$ cat src/rtl/uart_tx_frame.sv
// Parametrised UART transmitter: start bit, DATA_BITS data bits LSB first,
// optional parity, 1 or 2 stop bits, with a baud divider and a one-cycle done strobe.
module uart_tx_frame #(
  parameter int CLKS_PER_BIT = 5208,
  parameter int DATA_BITS    = 8,
  parameter int PARITY       = 0,
  parameter int STOP_BITS    = 1
) (
  input  logic                 clk,
  input  logic                 rst,
  input  logic                 TX_EN,
  input  logic [DATA_BITS-1:0] TX_DATA,
  output logic                 TX_STATUS,
  output logic                 UART_TX,
  output logic                 TX_DONE
);

  localparam int CNT_W = $clog2(CLKS_PER_BIT);
  localparam int BIT_W = $clog2(DATA_BITS + 1);
  localparam logic [CNT_W-1:0] DIV_LAST  = CNT_W'(CLKS_PER_BIT - 1);
  localparam logic [BIT_W-1:0] BIT_LAST  = BIT_W'(DATA_BITS - 1);
  localparam logic             STOP_LAST = 1'(STOP_BITS - 1);
  localparam bit               HAS_PARITY = (PARITY != 0);

  typedef enum logic [2:0] {
    S_IDLE   = 3'd0,
    S_START  = 3'd1,
    S_DATA   = 3'd2,
    S_PARITY = 3'd3,
    S_STOP   = 3'd4
  } state_e;

  // Odd parity makes the total count of ones (data + parity) odd.
  function automatic logic parity_of(input logic [DATA_BITS-1:0] d);
    if (PARITY == 1) begin
      return ~^d;
    end else begin
      return ^d;
    end
  endfunction

  state_e               state_q;
  logic [CNT_W-1:0]     div_q;
  logic [BIT_W-1:0]     bit_cnt_q;
  logic                 stop_cnt_q;
  logic [DATA_BITS-1:0] shift_q;
  logic                 parity_q;
  logic                 tx_q;
  logic                 status_q;
  logic                 done_q;

  logic div_last_s;
  logic accept_s;

  // Divider terminal count and frame-accept qualifier.
  always_comb begin
    div_last_s = (div_q == DIV_LAST);
    accept_s   = TX_EN & status_q;
  end

  // Frame FSM with registered line, status and done outputs.
  always_ff @(posedge clk) begin
    if (rst) begin
      state_q    <= S_IDLE;
      div_q      <= {CNT_W{1'b0}};
      bit_cnt_q  <= {BIT_W{1'b0}};
      stop_cnt_q <= 1'b0;
      shift_q    <= {DATA_BITS{1'b0}};
      parity_q   <= 1'b0;
      tx_q       <= 1'b1;
      status_q   <= 1'b1;
      done_q     <= 1'b0;
    end else begin
      done_q <= 1'b0;
      if (state_q != S_IDLE) begin
        div_q <= div_last_s ? {CNT_W{1'b0}} : div_q + CNT_W'(1);
      end else begin
        div_q <= {CNT_W{1'b0}};
      end
      case (state_q)
        S_IDLE: begin
          if (accept_s) begin
            shift_q    <= TX_DATA;
            parity_q   <= parity_of(TX_DATA);
            bit_cnt_q  <= {BIT_W{1'b0}};
            stop_cnt_q <= 1'b0;
            tx_q       <= 1'b0;
            status_q   <= 1'b0;
            state_q    <= S_START;
          end
        end
        S_START: begin
          if (div_last_s) begin
            tx_q      <= shift_q[0];
            shift_q   <= shift_q >> 1;
            bit_cnt_q <= {BIT_W{1'b0}};
            state_q   <= S_DATA;
          end
        end
        S_DATA: begin
          if (div_last_s) begin
            if (bit_cnt_q == BIT_LAST) begin
              if (HAS_PARITY) begin
                tx_q    <= parity_q;
                state_q <= S_PARITY;
              end else begin
                tx_q       <= 1'b1;
                stop_cnt_q <= 1'b0;
                state_q    <= S_STOP;
              end
            end else begin
              tx_q      <= shift_q[0];
              shift_q   <= shift_q >> 1;
              bit_cnt_q <= bit_cnt_q + BIT_W'(1);
            end
          end
        end
        S_PARITY: begin
          if (div_last_s) begin
            tx_q       <= 1'b1;
            stop_cnt_q <= 1'b0;
            state_q    <= S_STOP;
          end
        end
        S_STOP: begin
          if (div_last_s) begin
            if (stop_cnt_q == STOP_LAST) begin
              status_q <= 1'b1;
              done_q   <= 1'b1;
              state_q  <= S_IDLE;
            end else begin
              stop_cnt_q <= stop_cnt_q + 1'b1;
            end
          end
        end
        default: begin
          tx_q     <= 1'b1;
          status_q <= 1'b1;
          state_q  <= S_IDLE;
        end
      endcase
    end
  end

  assign UART_TX   = tx_q;
  assign TX_STATUS = status_q;
  assign TX_DONE   = done_q;

endmodule
$ cat config.mk
export PLATFORM = sky130hd
export DESIGN_NAME = uart_tx_frame
export DESIGN_NICKNAME = d
export VERILOG_FILES = /design/src/rtl/uart_tx_frame.sv
export SDC_FILE = /design/constraint.sdc
export NUM_CORES = 1
export LEC_CHECK = 0
export BUFFER_PORTS_ARGS = -buffer_cell sky130_fd_sc_hd__buf_4
export CORE_MARGIN = 5
export CORE_UTILIZATION = 38
export DETAILED_ROUTE_END_ITERATION = 7
export PLACE_DENSITY = 0.64
export SLEW_MARGIN = 20
export SYNTH_ARGS = -nofsm -noshare
export SYNTH_HDL_FRONTEND = slang
export SYNTH_SLANG_ARGS = --single-unit
$ cat constraint.sdc
create_clock -name clk -period 5.9 [get_ports clk]
set_clock_uncertainty 0.15 [all_clocks]
set_input_delay 0.295 -clock clk [delete_from_list [all_inputs] [get_ports clk]]
set_output_delay 0.295 -clock clk [all_outputs]
set_load 0.005 [all_outputs]
# After elaboration in Yosys (flattened, before gate mapping)
# Index checks and enable logic that the tools add are counted.
dict set report op_classes {
  n_reduce_logical 12
  n_bitwise 5
  mux 34
  n_eq_ne 14
  n_addsub 3
}
# operator count
set op_table {}
lappend op_table {{8-bit two-way mux} 4}
lappend op_table {{8-bit case mux with 3 select lines} 1}
lappend op_table {{3-bit two-way mux} 7}
lappend op_table {{4-bit two-way mux} 4}
lappend op_table {{2-bit != test (second input constant)} 8}
lappend op_table {{3-bit case mux with 5 select lines} 1}
lappend op_table {{13-bit by 1-bit adder with 13-bit output (second input constant)} 1}
lappend op_table {{13-bit == test (second input constant)} 1}
lappend op_table {{1-bit two-way mux} 13}
lappend op_table {{4-bit case mux with 3 select lines} 1}
lappend op_table {{5-bit AND reduction} 2}
lappend op_table {{3-bit OR reduction} 3}
lappend op_table {{7-bit AND reduction} 1}
lappend op_table {{3-bit by 2-bit == test with 1-bit output (second input constant)} 2}
lappend op_table {{6-bit AND reduction} 1}
lappend op_table {{3-bit nonzero test} 2}
lappend op_table {{1-bit case mux with 5 select lines} 1}
lappend op_table {{4-bit by 1-bit adder with 4-bit output (second input constant)} 1}
lappend op_table {{4-bit by 3-bit == test with 1-bit output (second input constant)} 1}
lappend op_table {{1-bit inverter} 4}
lappend op_table {{1-bit case mux with 4 select lines} 1}
lappend op_table {{4-bit AND reduction} 1}
lappend op_table {{4-bit nonzero test} 1}
lappend op_table {{3-bit by 1-bit == test with 1-bit output (second input constant)} 1}
lappend op_table {{5 further kinds} 5}
dict set report totals {
  in_bits 11
  output_inout_bits 3
  regBits 32
  wordCells 76
}

# Longest topological paths before layout
# Gate-level depths: netlist of run 1.
dict set report depth {
  word_depth 4
  ltp_mapped 6
  ltp_nobuf 5
}

# Worst setup path after synthesis of run 1
# No wires, ideal clock.
dict set report synth_path {
  path_kind {register to register}
  from {reg bit_cnt_q[0]}
  to {reg bit_cnt_q[1]}
  setup_time_ns 0.070
  required_ns 5.680
  path_buffers 0
  slack_ns 3.956
  t_arrival_ns 1.723
  period_less_slack_ns 1.944
  stages_incl_launch_ff 6
  cell_sequence {dfxtp_1 ha_1 and3b_1 a221o_1 or4b_1 a21oi_1}
}
dict set report synth_via {
  elab_chain_cells 4
  elab_cells_between_ends 7
  cone_classes {1 x add/sub; 2 x eq/ne; 3 x mux; 1 x reduce/logical}
}
# element line_no
set synth_lines {}
lappend synth_lines {{start: declaration} 44} ;# logic [BIT_W-1:0] bit_cnt_q;
lappend synth_lines {{start signal: assignment} 66} ;# bit_cnt_q <= {BIT_W{1'b0}};
lappend synth_lines {{start signal: assignment} 85} ;# bit_cnt_q <= {BIT_W{1'b0}};
lappend synth_lines {{start signal: assignment} 96} ;# bit_cnt_q <= {BIT_W{1'b0}};
lappend synth_lines {{4-bit by 1-bit adder with 4-bit output} 114} ;# bit_cnt_q <= bit_cnt_q + BIT_W'(1);
lappend synth_lines {{4-bit two-way mux} 102} ;# if (bit_cnt_q == BIT_LAST) begin
lappend synth_lines {{4-bit two-way mux} 101} ;# if (div_last_s) begin
lappend synth_lines {{4-bit case mux with 3 select lines} 80} ;# case (state_q)
# Parallel ways exist; a longest one is shown, timed or not. The select of a mux whose other input is x is not followed.
# A chain may end at the register's enable or synchronous reset.

# Worst setup path after layout of run 1
dict set report layout_path {
  from {reg state_q[1]}
  to {reg shift_q[5]}
}
dict set report layout_via {
  elab_chain_cells 3
  elab_cells_between_ends 10
  cone_classes {6 x eq/ne; 1 x mux; 3 x reduce/logical}
}
# element line_no
set layout_lines {}
lappend layout_lines {{start: declaration} 42} ;# state_e state_q;
lappend layout_lines {{start signal: assignment} 64} ;# state_q <= S_IDLE;
lappend layout_lines {{start signal: assignment} 89} ;# state_q <= S_START;
lappend layout_lines {{start signal: assignment} 97} ;# state_q <= S_DATA;
lappend layout_lines {{3-bit by 2-bit == test with 1-bit output, or another cell as far along} 80}
lappend layout_lines {{2-bit != test (no line) or 3-bit nonzero test (tied branches)} --}
lappend layout_lines {{5-bit AND reduction (no line)} --}
lappend layout_lines {{end signal: assignment} 68} ;# shift_q <= {DATA_BITS{1'b0}};
lappend layout_lines {{end signal: assignment} 95} ;# shift_q <= shift_q >> 1;
lappend layout_lines {{end signal: assignment} 113} ;# shift_q <= shift_q >> 1;
lappend layout_lines {{end: declaration} 46} ;# logic [DATA_BITS-1:0] shift_q;
# Parallel ways exist; a longest one is shown, timed or not.

==> results of run 1 <==
## routing by layer
layer | GRT usage | vias to the layer above
li1 | - | 673
met1 | 0.161 | 617
met2 | 0.202 | 25
met3 | 0.0386 | 9
met4 | 0.0738 | 0
met5 | 0 | -
## cell type report
type	count	area, sq um
flip-flops and latches	31	621
fillers	391	2210
well taps	50	62.6
repair buffers	13	97.6
clock buffers	6	82.6
multi-input cells	133	841
inverters	5	18.8
clock inverters	1	5.00
## layout by cell type, fill, tap and decap left out, types with 4 or more instances in the layout
cell type and instances:
a21oi_1 16, a311oi_1 7, buf_4 13, clkbuf_8 6, dfxtp_1 31, inv_1 4
nand2_1 6, nand3_1 16, nor2_1 23, nor3_1 4, nor4_1 5, o21ai_0 14
xnor2_1 10
## synthesized netlist by cell type (all sizes together), types with 2 or more instances
library cell,n,area [sq um]
a211o,2,17.5
a21oi,16,80.1
a311oi,8,76.3
buf,2,12.5
clkbuf,6,22.5
dfxtp,31,621
ha,2,25.0
inv,4,15.0
nand2,6,22.5
nand3,16,80.1
nor2,23,86.3
nor3,4,20.0
nor4,5,31.3
o21ai,14,70.1
o31ai,3,22.5
xnor2,10,87.6
xor2,3,26.3
## registers in the layout (all words and copies together), names as in the netlist
register,count
bit_cnt_q,4
TX_STATUS,1
TX_DONE,1
UART_TX,1
state_q,3
div_q,13
shift_q,8
## tightest hold or removal path: stages
cell and delay, ns:
buf_4 0.08, nand2_1 0.04, o21ai_0 0.06
## how the worst max path moves through the flow
stage	start	endpoint	slack, ns	cells past startpoint
2_1_floorplan	bit_cnt_q[0]	bit_cnt_q[1]	3.96	5
3_3_place_gp	bit_cnt_q[0]	shift_q[0]	3.75	5
3_5_place_dp	state_q[1]	shift_q[0]	3.75	4
4_1_cts	state_q[1]	shift_q[0]	3.72	4
5_1_grt	state_q[1]	shift_q[4]	3.52	4
6_report	state_q[1]	shift_q[5]	3.69	4
## logic make-up (layout without fill, tap and decap cells)
| family | Yosys count | after routing | synth area share |
|---|---|---|---|
| flops | 31 | 31 | 0.410 |
| fa+ha+maj | 2 | 2 | 0.0165 |
| compound gates | 50 | 50 | 0.220 |
| buf+inv | 13 | 25 | 0.0355 |
| xor+xnor | 13 | 13 | 0.0751 |
| simple gates | 68 | 68 | 0.243 |
## power breakdown
part | total [mW] | internal [mW] | switching (mW)
sequential | 0.229 | 0.221 | 0.00855
clock | 0.168 | 0.0913 | 0.0766
combinational | 0.0571 | 0.0240 | 0.0331
==> results.toml, run 1 <==
[outcome]
status = "complete, no violations"

[placed_design]
place_congestion = 0.765
hpwl_microns = 2240
dpl_cell_area_sq_um = 1640
post-place-ws_ns = 3.75
dp_cells = 232
portBuffers = 13

[sta]
tightestPinTransition_ns = 0.671
finalWorstSetupSlack_ns = 3.69
worst_hold_slack_ns = 0.0750
relSlewSlack = 0.553
maxSlewViolCount = 0
setup-violations-final = 0
finalSetupTns_ns = 0
finalCritPeriodShare = 0.375
finalHoldViolCount = 0
fin_crit_ns = 2.21
timing.fmax_mhz = 452
rsz0062_at_grt = "no"

[cells_and_area]
utilization = 0.438
area_growth_pct = 14.0
design_area_sq_um = 1730
drive_gt1_frac = 0.132
final_cells = 239
fin_nets = 202
n_antenna_cell = 0

[critical_path]
cp.arrival_ns = 2.20
cpMaxStageDelayCell = "xnor2_1"
end_kind = "flip-flop"
crit_chain = "xnor2_1 -> a311oi_2 -> nor2_1 -> a311oi_1"
rrSetupSlack_ns = 3.69
max_stage_delay_ns = 0.60
setup.worst_path.class = "reg -> reg"
cp_top_family = "XOR/XNOR gates"
rr_worst_depth = 4
path_buf_inv = 0
cp_max_fo = 12
r2r_start = "state_q[1]"
r2r_end = "shift_q[5]"
crit_path_start_kind = "flip-flop"
cp.required_ns = 5.89

[die]
rows = 23
die_h_microns = 73.1
start_util = 0.384
fp.dieArea_sq_um = 5350
core-area_sq_um = 3940
fp.dieW_microns = 73.1
io_pins = 14

[drt]
dr_wl_met3_microns = 153
wl_met2_microns = 1410
viasPerCell = 5.54
top_layer = "met4"
drc = 0
ant_nets = 0
drt_iter0_markers = 95
routedWlPerCell_microns = 13.4
route.final.wire_length_microns = 3210
vias = 1324
drt_pre_antenna_iters = 4
wl_met1_microns = 1570

[clock_tree]
cts_max_level = 2
clock_latency_ns = 0.29
root_buffer = "clkbuf_8"
cts-resized-gates = 0
holdBufCountCts = 0
clockBufferDepth = 2
numCtsBuffers = 5
cts_setup_buffers = 0
cts_tree = "done"
numClockSinks = 31
clkTransAtPathRegs_ns = 0.06

[global_route]
overflow = 0
grt_first_pass_wirelength_microns = 5390
grt_max_degree = 23
antenna_found_initial = 0
grt_pass1_vias = 1194
track_usage = 0.131

[synth]
synthArstFlopShare = 0
synth_seq_cells = 31
synth_flop_cell = "dfxtp_1"
syn_inst = 177
syn-num-nets = 190
yosysUniqueCellTypes = 41
yosysWarningCount = 0
synth_edf_count = 0
synth.avg_cell_area_sq_um = 8.56
yosysSeqAreaShare = 0.410
netlist_area_sq_um = 1520

[power]
totalPowerFinal_uw = 454
power.density_nw_per_um2 = 263
power.leakage_nw = 0.567
peakVddDrop_mv = 0.103

[job]
drv_cap = 0

[min_path]
hold_path_class = "in -> reg"
hold-path-endpoint = "shift_q[7]"
min_from = "TX_DATA[7]"
hold_depth = 3
Power figures use the tool's default switching activity.
==> inputs of run 2 (changes only) <==
==> constraint.sdc (replaced) <==
create_clock -name clk -period 2.25 [get_ports clk]
set_clock_uncertainty 0.15 [all_clocks]
set_input_delay 0.1125 -clock clk [delete_from_list [all_inputs] [get_ports clk]]
set_output_delay 0.1125 -clock clk [all_outputs]
set_load 0.005 [all_outputs]
==> run 2 against run 1 <==
  * Flip-flop and latch count stayed put
  * Total power grew to 2.6 times the previous value
  * Utilization is 2.7 points higher
  * Wire length is 2.5% higher
  * Critical path depth is 1 higher
  * First-iteration DRC count is 23% lower
  * Hold slack worse by 0.069 ns
  * Count of clock-buffer cells in the layout is 1 lower
  * Critical path type unchanged
  * Non-clock buffer count is 12 higher
==> results.toml, run 2 (synthesis gave the netlist of run 1 again) <==
[cells_and_area]
final_cell_mix = "dfxtp_1, nor2_1, buf_4"
n_antenna_cell = 0
design_area_sq_um = 1830
layout_commonest_cell = "dfxtp_1"
drive_gt1_frac = 0.158
largest_register = "div_q"
reg_top3 = "div_q: 13 flops, shift_q: 8 flops, bit_cnt_q: 4 flops"
utilization = 0.465
area_growth_pct = 21.1
largest_reg_flops = 13
fin_nets = 214

[sta]
timing.fmax_mhz = 476
finalHoldViolCount = 0
relSlewSlack = 0.645
setup-violations-final = 0
finalCritPeriodShare = 0.933
fin_crit_ns = 2.10
tightestPinTransition_ns = 0.533
maxSlewViolCount = 0
rsz0062_at_grt = "no"
finalSetupTns_ns = 0

[critical_path]
r2r_start = "bit_cnt_q[0]"
cp.required_ns = 2.32
cp_max_fo = 8
crit_path_start_kind = "flip-flop"
r2r_end = "bit_cnt_q[1]"
rr_worst_depth = 5
setup.worst_path.class = "reg -> reg"
cp.arrival_ns = 2.17
end_kind = "flip-flop"
rrSetupSlack_ns = 0.15

[clock_tree]
cts_max_level = 2
clock_latency_ns = 0.29
cts_setup_buffers = 0
clkTransAtPathRegs_ns = 0.07
clockBufferDepth = 2
numCtsBuffers = 5
root_buffer = "clkbuf_8"
numClockSinks = 31
cts_tree = "done"

[die]
start_util = 0.384
io_pins = 14
fp.dieArea_sq_um = 5350
rows = 23
die_h_microns = 73.1
fp.dieW_microns = 73.1
core-area_sq_um = 3940

[power]
clockPowerShare = 0.354
p_comb_frac = 0.142
pwr-share-seq = 0.504
power_switching_uw = 322
power.density_nw_per_um2 = 649
power.leakage_nw = 0.621
peakVddDrop_mv = 0.374
power.share.switching = 0.271
p_int_uw = 869

[placed_design]
place_congestion = 0.765
hpwl_microns = 2240
portBuffers = 13
dpl_cell_area_sq_um = 1680

[min_path]
hold-path-endpoint = "shift_q[6]"
hold_depth = 3
min_from = "TX_DATA[6]"
hold_path_class = "in -> reg"

[job]
drv_cap = 0

[global_route]
grt_first_pass_wirelength_microns = 5640
overflow = 0
grt_max_degree = 23
track_usage = 0.134
antenna_found_initial = 0
grt_pass1_vias = 1267

[drt]
ant_nets = 0
route.final.wire_length_microns = 3290
drc = 0
drt_pre_antenna_iters = 4
viasPerCell = 5.33
vias = 1344
routedWlPerCell_microns = 13.1
drt_iter0_markers = 73

[outcome]
status = "complete, no violations"
==> run 2: through the flow <==
step,power (mW),std cells,worst slack [ns],hold WS (ns)
CTS,1.20,252,0.104,0.00604
finish,1.19,252,0.150,0.00616
global route,1.25,252,0.0350,0.0191
detailed placement,0.770,237,0.115,0.197
global placement,0.770,237,0.146,0.195
floorplan,0.713,177,0.306,0.0711
==> run 2: worst max-delay path by stage <==
| stage | from | cells after the start | slack, ns | end |
|---|---|---|---|---|
| after floorplan | bit_cnt_q[0] | 5 | 0.31 | bit_cnt_q[1] |
| after global placement | bit_cnt_q[0] | 5 | 0.15 | shift_q[4] |
| after detailed placement | bit_cnt_q[0] | 5 | 0.12 | shift_q[2] |
| after CTS | bit_cnt_q[0] | 5 | 0.10 | shift_q[3] |
| after global routing | bit_cnt_q[0] | 5 | 0.04 | bit_cnt_q[1] |
| final | bit_cnt_q[0] | 5 | 0.15 | bit_cnt_q[1] |
==> run 2: worst max-delay path: stages, from the launching register on <==
cell	delay [ns]
dfxtp_1	0.33
ha_1	0.22
and3b_1	0.22
a221o_1	0.47
or4b_1	0.50
a21oi_1	0.14
==> run 2: routing by layer <==
layer	up-vias	track usage	part of all wire
li1	700	-	-
met1	626	0.173	0.49
met2	13	0.212	0.47
met3	5	0.0372	0.034
met4	0	0.0492	0.0097
met5	-	0	0
==> run 2: what timing repair did <==
item	in CTS	in global routing
setup endpoints to repair	0	8
endpoints found under the hold margin	7	0
resized for setup	0	1
hold buffers	7	0
==> run 2: power groups by stage <==
stage	Clock (mW)	Combinational [mW]	Sequential [mW]
detailed placement	0	0.159	0.611
global route	0.456	0.192	0.603
finish	0.422	0.169	0.600
global placement	0	0.158	0.612
CTS	0.436	0.169	0.599
floorplan	0	0.109	0.604
==> run 2: area by class of cell <==
| class | count | area, sq um |
|---|---|---|
| Inverter | 5 | 18.8 |
| Tap cell | 50 | 62.6 |
| Multi-Input combinational cell | 133 | 843 |
| Clock inverter | 3 | 15.0 |
| Clock buffer | 5 | 68.8 |
| Sequential cell | 31 | 621 |
| Fill cell | 378 | 2110 |
| Timing Repair Buffer | 25 | 205 |
